File: src/rtl/cpu_stat_pkg.sv
// Shared types, syscall codes and counter increment for the CPU run-control/statistics stage.
// Counter behaviour at all-ones is selected by CPU_STAT_SATURATE_EN (saturate) or wraps when undefined.
package cpu_stat_pkg;

    typedef enum logic [1:0] {
        RUN   = 2'd0,
        PAUSE = 2'd1,
        HALT  = 2'd2
    } state_t;

    localparam logic [31:0] SYS_EXIT      = 32'd10;
    localparam logic [31:0] SYS_PRINT_HEX = 32'd34;
    localparam logic [31:0] SYS_PAUSE     = 32'd50;

    localparam int DEF_CNT_W = 16;
    localparam int DEF_CYC_W = 32;
    localparam int MAX_W     = 64;

    // Increment a counter of width w (held in the low bits of a MAX_W vector).
    function automatic logic [MAX_W-1:0] cnt_inc(input logic [MAX_W-1:0] val, input int w);
        logic [MAX_W-1:0] all_ones;
        if (w >= MAX_W)
            all_ones = '1;
        else
            all_ones = (MAX_W'(1) << w) - MAX_W'(1);
`ifdef CPU_STAT_SATURATE_EN
        if ((val & all_ones) == all_ones)
            return all_ones;
`endif
        return (val + MAX_W'(1)) & all_ones;
    endfunction

endpackage

File: src/rtl/btn_rise_detect.sv
// Purpose: synchronise a raw button level and flag its 0->1 transitions.
// Latency: rise is high in the cycle after the second sync flop captures the 1 (acts on the 3rd edge).
// Backpressure: none; one pulse per synchronised rising edge.
module btn_rise_detect (
    input  logic clk,
    input  logic rst,
    input  logic btn,
    output logic rise
);

    logic sync1;
    logic sync2;
    logic prev;

    always_ff @(posedge clk) begin
        if (!rst) begin
            sync1 <= 1'b0;
            sync2 <= 1'b0;
            prev  <= 1'b0;
        end else begin
            sync1 <= btn;
            sync2 <= sync1;
            prev  <= sync2;
        end
    end

    assign rise = sync2 & ~prev;

endmodule

File: src/rtl/cpu_stat_ctrl.sv
// Purpose: run/pause/halt gate for the MIPS core plus retire statistics and syscall print latch.
// Latency: counters/syscall_out visible one cycle after retire; resume takes 3 edges from button rise.
// Backpressure: run_en low stalls the core; retires are ignored while stalled. Macro: CPU_STAT_SATURATE_EN.
module cpu_stat_ctrl
    import cpu_stat_pkg::*;
#(
    parameter int CNT_W = DEF_CNT_W,
    parameter int CYC_W = DEF_CYC_W
) (
    input  logic             clk,
    input  logic             rst,
    input  logic             step,
    input  logic             is_jump,
    input  logic             is_branch,
    input  logic             branch_taken,
    input  logic             syscall,
    input  logic [31:0]      v0,
    input  logic [31:0]      a0,
    input  logic             resume,
    output logic             run_en,
    output logic             halted,
    output logic [CYC_W-1:0] total_cycle,
    output logic [CNT_W-1:0] unconditional,
    output logic [CNT_W-1:0] conditional,
    output logic [CNT_W-1:0] conditionalsucces,
    output logic [31:0]      syscall_out
);

    state_t state;
    state_t state_nxt;
    logic   retire;
    logic   resume_rise;

    btn_rise_detect u_resume (
        .clk  (clk),
        .rst  (rst),
        .btn  (resume),
        .rise (resume_rise)
    );

    assign retire = step & run_en;

    always_ff @(posedge clk) begin
        if (!rst)
            state <= RUN;
        else
            state <= state_nxt;
    end

    always_comb begin
        state_nxt = state;
        case (state)
            RUN: begin
                if (retire && syscall) begin
                    if (v0 == SYS_EXIT)
                        state_nxt = HALT;
                    else if (v0 == SYS_PAUSE)
                        state_nxt = PAUSE;
                end
            end
            PAUSE: begin
                if (resume_rise)
                    state_nxt = RUN;
            end
            HALT:    state_nxt = HALT;
            default: state_nxt = RUN;
        endcase
    end

    assign run_en = (state == RUN);
    assign halted = (state == HALT);

    always_ff @(posedge clk) begin
        if (!rst)
            total_cycle <= '0;
        else if (retire)
            total_cycle <= CYC_W'(cnt_inc(MAX_W'(total_cycle), CYC_W));
    end

    always_ff @(posedge clk) begin
        if (!rst)
            unconditional <= '0;
        else if (retire && is_jump)
            unconditional <= CNT_W'(cnt_inc(MAX_W'(unconditional), CNT_W));
    end

    always_ff @(posedge clk) begin
        if (!rst)
            conditional <= '0;
        else if (retire && is_branch)
            conditional <= CNT_W'(cnt_inc(MAX_W'(conditional), CNT_W));
    end

    always_ff @(posedge clk) begin
        if (!rst)
            conditionalsucces <= '0;
        else if (retire && is_branch && branch_taken)
            conditionalsucces <= CNT_W'(cnt_inc(MAX_W'(conditionalsucces), CNT_W));
    end

    always_ff @(posedge clk) begin
        if (!rst)
            syscall_out <= 32'h0000_0000;
        else if (retire && syscall && (v0 == SYS_PRINT_HEX))
            syscall_out <= a0;
    end

endmodule

File: config.mk
export PLATFORM = sky130hd
export DESIGN_NAME = cpu_stat_ctrl
export DESIGN_NICKNAME = d
export VERILOG_FILES = /design/src/rtl/cpu_stat_pkg.sv /design/src/rtl/btn_rise_detect.sv /design/src/rtl/cpu_stat_ctrl.sv
export SDC_FILE = /design/constraint.sdc
export NUM_CORES = 1
export LEC_CHECK = 0
export CAP_MARGIN = 0
export CORE_ASPECT_RATIO = 0.7
export CORE_MARGIN = 2
export CORE_UTILIZATION = 49
export CTS_CLUSTER_DIAMETER = 50
export DETAILED_ROUTE_END_ITERATION = 8
export HOLD_SLACK_MARGIN = 0.03
export MAX_ROUTING_LAYER = met4
export PLACE_DENSITY = 0.86
export SYNTH_ARGS = -nofsm -noshare
export SYNTH_HDL_FRONTEND = slang
export SYNTH_SLANG_ARGS = --single-unit
File: constraint.sdc
create_clock -name clk -period 3 [get_ports clk]
set_clock_uncertainty 0.05 [all_clocks]
set_input_delay 0.6 -clock clk [delete_from_list [all_inputs] [get_ports clk]]
set_output_delay 0.6 -clock clk [all_outputs]
set_load 0.01 [all_outputs]
==> flow_summary.ini <==
[floorplan]
start_util_pct = 50.4
core_area_um2 = 10400
die_area_um2 = 11500
io_pins = 186
die_w_um = 127
row_count = 31
die_h_um = 90.3

[cells_and_area]
regArea_um2 = 2340
final_nets = 798
layout-drive-gt1-share_pct = 6.53
n_antenna_cell = 0
layout_commonest_cell = clkdlybuf4s50_1
utilization_pct = 76.3
area_growth_pct = 51.5
multiInputGateArea_um2 = 2730
layout_common_cells = 184 x clkdlybuf4s50_1, 117 x dfxtp_1, 69 x and2_1, 52 x xnor2_1, 38 x nor2b_1
fillers = 708

[worst_setup_path]
critPathLaunchType = input pin
required_ns = 3.25
end_kind = flop
reg2reg_from = total_cycle[5]
path_max_fanout = 6
worstPathArrival_ns = 2.60
path_class = in -> reg
worstSetupStartpoint = step

[logic_synthesis]
ys.warnings.count = 0
syn_area_per_cell_um2 = 9.74
synth_area_leader_cell = dfxtp_1
yosysSeqAreaShare_pct = 44.9
synthTopCellsByArea = dfxtp_1 45%, xnor2_1 8.7%, and2_1 8.3%
synthCells = 536
yosysUniqueCellTypes = 43
yosysTopAreaCellShare_pct = 44.9
ys_ff_latch = 117
syn_nets = 612
netlist_area_um2 = 5220

[routing]
routed_wl_mm = 13.9
drt-wirelength-per-cell_um = 16.0
ant_nets = 0
dr.pass1.iters = 6
drt_iter0_markers = 255
vias = 4555
drc = 0
routed_via_density = 5.25

[power]
total_power_uw = 4250
ir_drop_v = 0.000402
p_leak_uw = 0.00287
p_per_area_nw_per_um2 = 537

[clock_tree]
cts_sinks = 117
worstSkewPairLatency_ns = 0.41
ctsHoldBuffers = 0
clk_pin_slew_ns = 0.06
cts-root-buf = clkbuf_16
cts_tree = built
cts_resized = 0
cts_setup_buffers = 0
cts_buffer_depth = 2
cts_buffers = 17
h-tree-depth = 4

[sta]
rsz0062_at_grt = no
tightestPinTransition_ns = 0.473
drv_slew = 0
setup_tns_ns = 0
hold_viol_final = 0
final-setup-viol-count = 0
slew_headroom_pct = 68.2
min_period_over_period_pct = 78.2
finalCriticalPeriod_ns = 2.35
timing.fmax_mhz = 426

[global_route]
antenna_found_initial = 0
grt_pass1_vias = 4474
gr-total-overflow = 0
grt_pass1_wl_mm = 22.4
grtUsageTotal_pct = 24.9
grt_max_degree = 46

[hold_path]
hold_start = u_resume.sync1
hold_class = reg -> reg

[outcome]
status = finished clean

[placement]
io_buffer_count = 185
gp_congestion = 0.873
hpwlAfterDp_mm = 9.77

[run]
max_cap_viol_count = 0
cells in the mapped netlist (all sizes together):
cell / n
dfxtp: 117
and2: 69
xnor2: 52
nor2b: 38
mux2i: 34
nand2: 31
nand3: 25
nand4: 24
clkbuf: 18
xor2: 16
and3: 15
and4: 9
nor2: 9
nor3: 9
buf: 8
nor4: 8
a21boi: 7
or3: 6
inv: 5
nand2b: 5
ha: 4
o21ai: 4
a21oi: 3
o211ai: 3
o31ai: 3
and4bb: 2
nor3b: 2
nor4b: 2
nor4bb: 2
nand4b: 1
nand4bb: 1
o21ba: 1
o311ai: 1
o41ai: 1
or3b: 1
sequential cells by signal, indices dropped and copies added, names as in the netlist:
register / cells
conditional: 16
conditionalsucces: 16
state: 2
syscall_out: 32
total_cycle: 32
u_resume.prev: 1
u_resume.sync1: 1
u_resume.sync2: 1
unconditional: 16
worst paths after layout:
| kind | to | slack, ns | cells past startpoint |
|---|---|---|---|
| setup / recovery | total_cycle[16] | 0.65 | 6 |
| hold / removal | u_resume.sync2 | 0.38 | 1 |
| setup reg to reg | total_cycle[30] | 0.89 | 5 |
| hold reg to reg | u_resume.sync2 | 0.38 | 1 |
cells by family after synthesis:
group                      share of synthesized area [%]
AOI/OAI and AO/OA                                   3.07
DFF                                                 44.9
and+or+nand+nor                                     30.4
muxes                                               6.52
adders and majority gates                          0.959
buffers and inverters                               2.76
xor gates and xnor gates                            11.4
metrics by stage:
step | area [µm²] | setup slack [ns] | std cells | hold WS [ns]
after floorplan | 5220 | 0.879 | 536 | 0.362
after global placement | 7180 | 0.310 | 835 | 0.374
after detailed placement | 7180 | 0.255 | 835 | 0.373
after CTS | 7910 | 0.664 | 867 | 0.384
after global routing | 7910 | 0.537 | 867 | 0.402
final | 7910 | 0.655 | 867 | 0.384
metal layers:
metal	track usage (%)	vias to the layer above	share of wire, %
met5	-	-	0
met4	7.78	0	1.3
met3	5.86	14	6.4
met2	40.9	154	49
met1	30.4	2170	44
li1	-	2217	-
where the power goes:
| part | switching, µW | internal [µW] | total, µW |
|---|---|---|---|
| Clock | 715 | 1770 | 2490 |
| Combinational | 62.4 | 122 | 185 |
| Sequential | 10.5 | 1560 | 1570 |
cell type report:
cell class	count	share of cell area [%]
inverters	5	0.237
well taps	132	2.09
clock inverters	12	3.43
flip-flops and latches	117	29.6
clock buffers	20	5.78
repair buffers	193	24.3
multi-input cells	388	34.6
critical path, stage by stage:
cell,delay [ns]
clkdlybuf4s50_1,0.54
or3b_1,0.51
nor4_4,0.46
nand4_1,0.18
xnor2_1,0.15
and2_1,0.15
No activity file was read; power rests on OpenSTA's default activity.
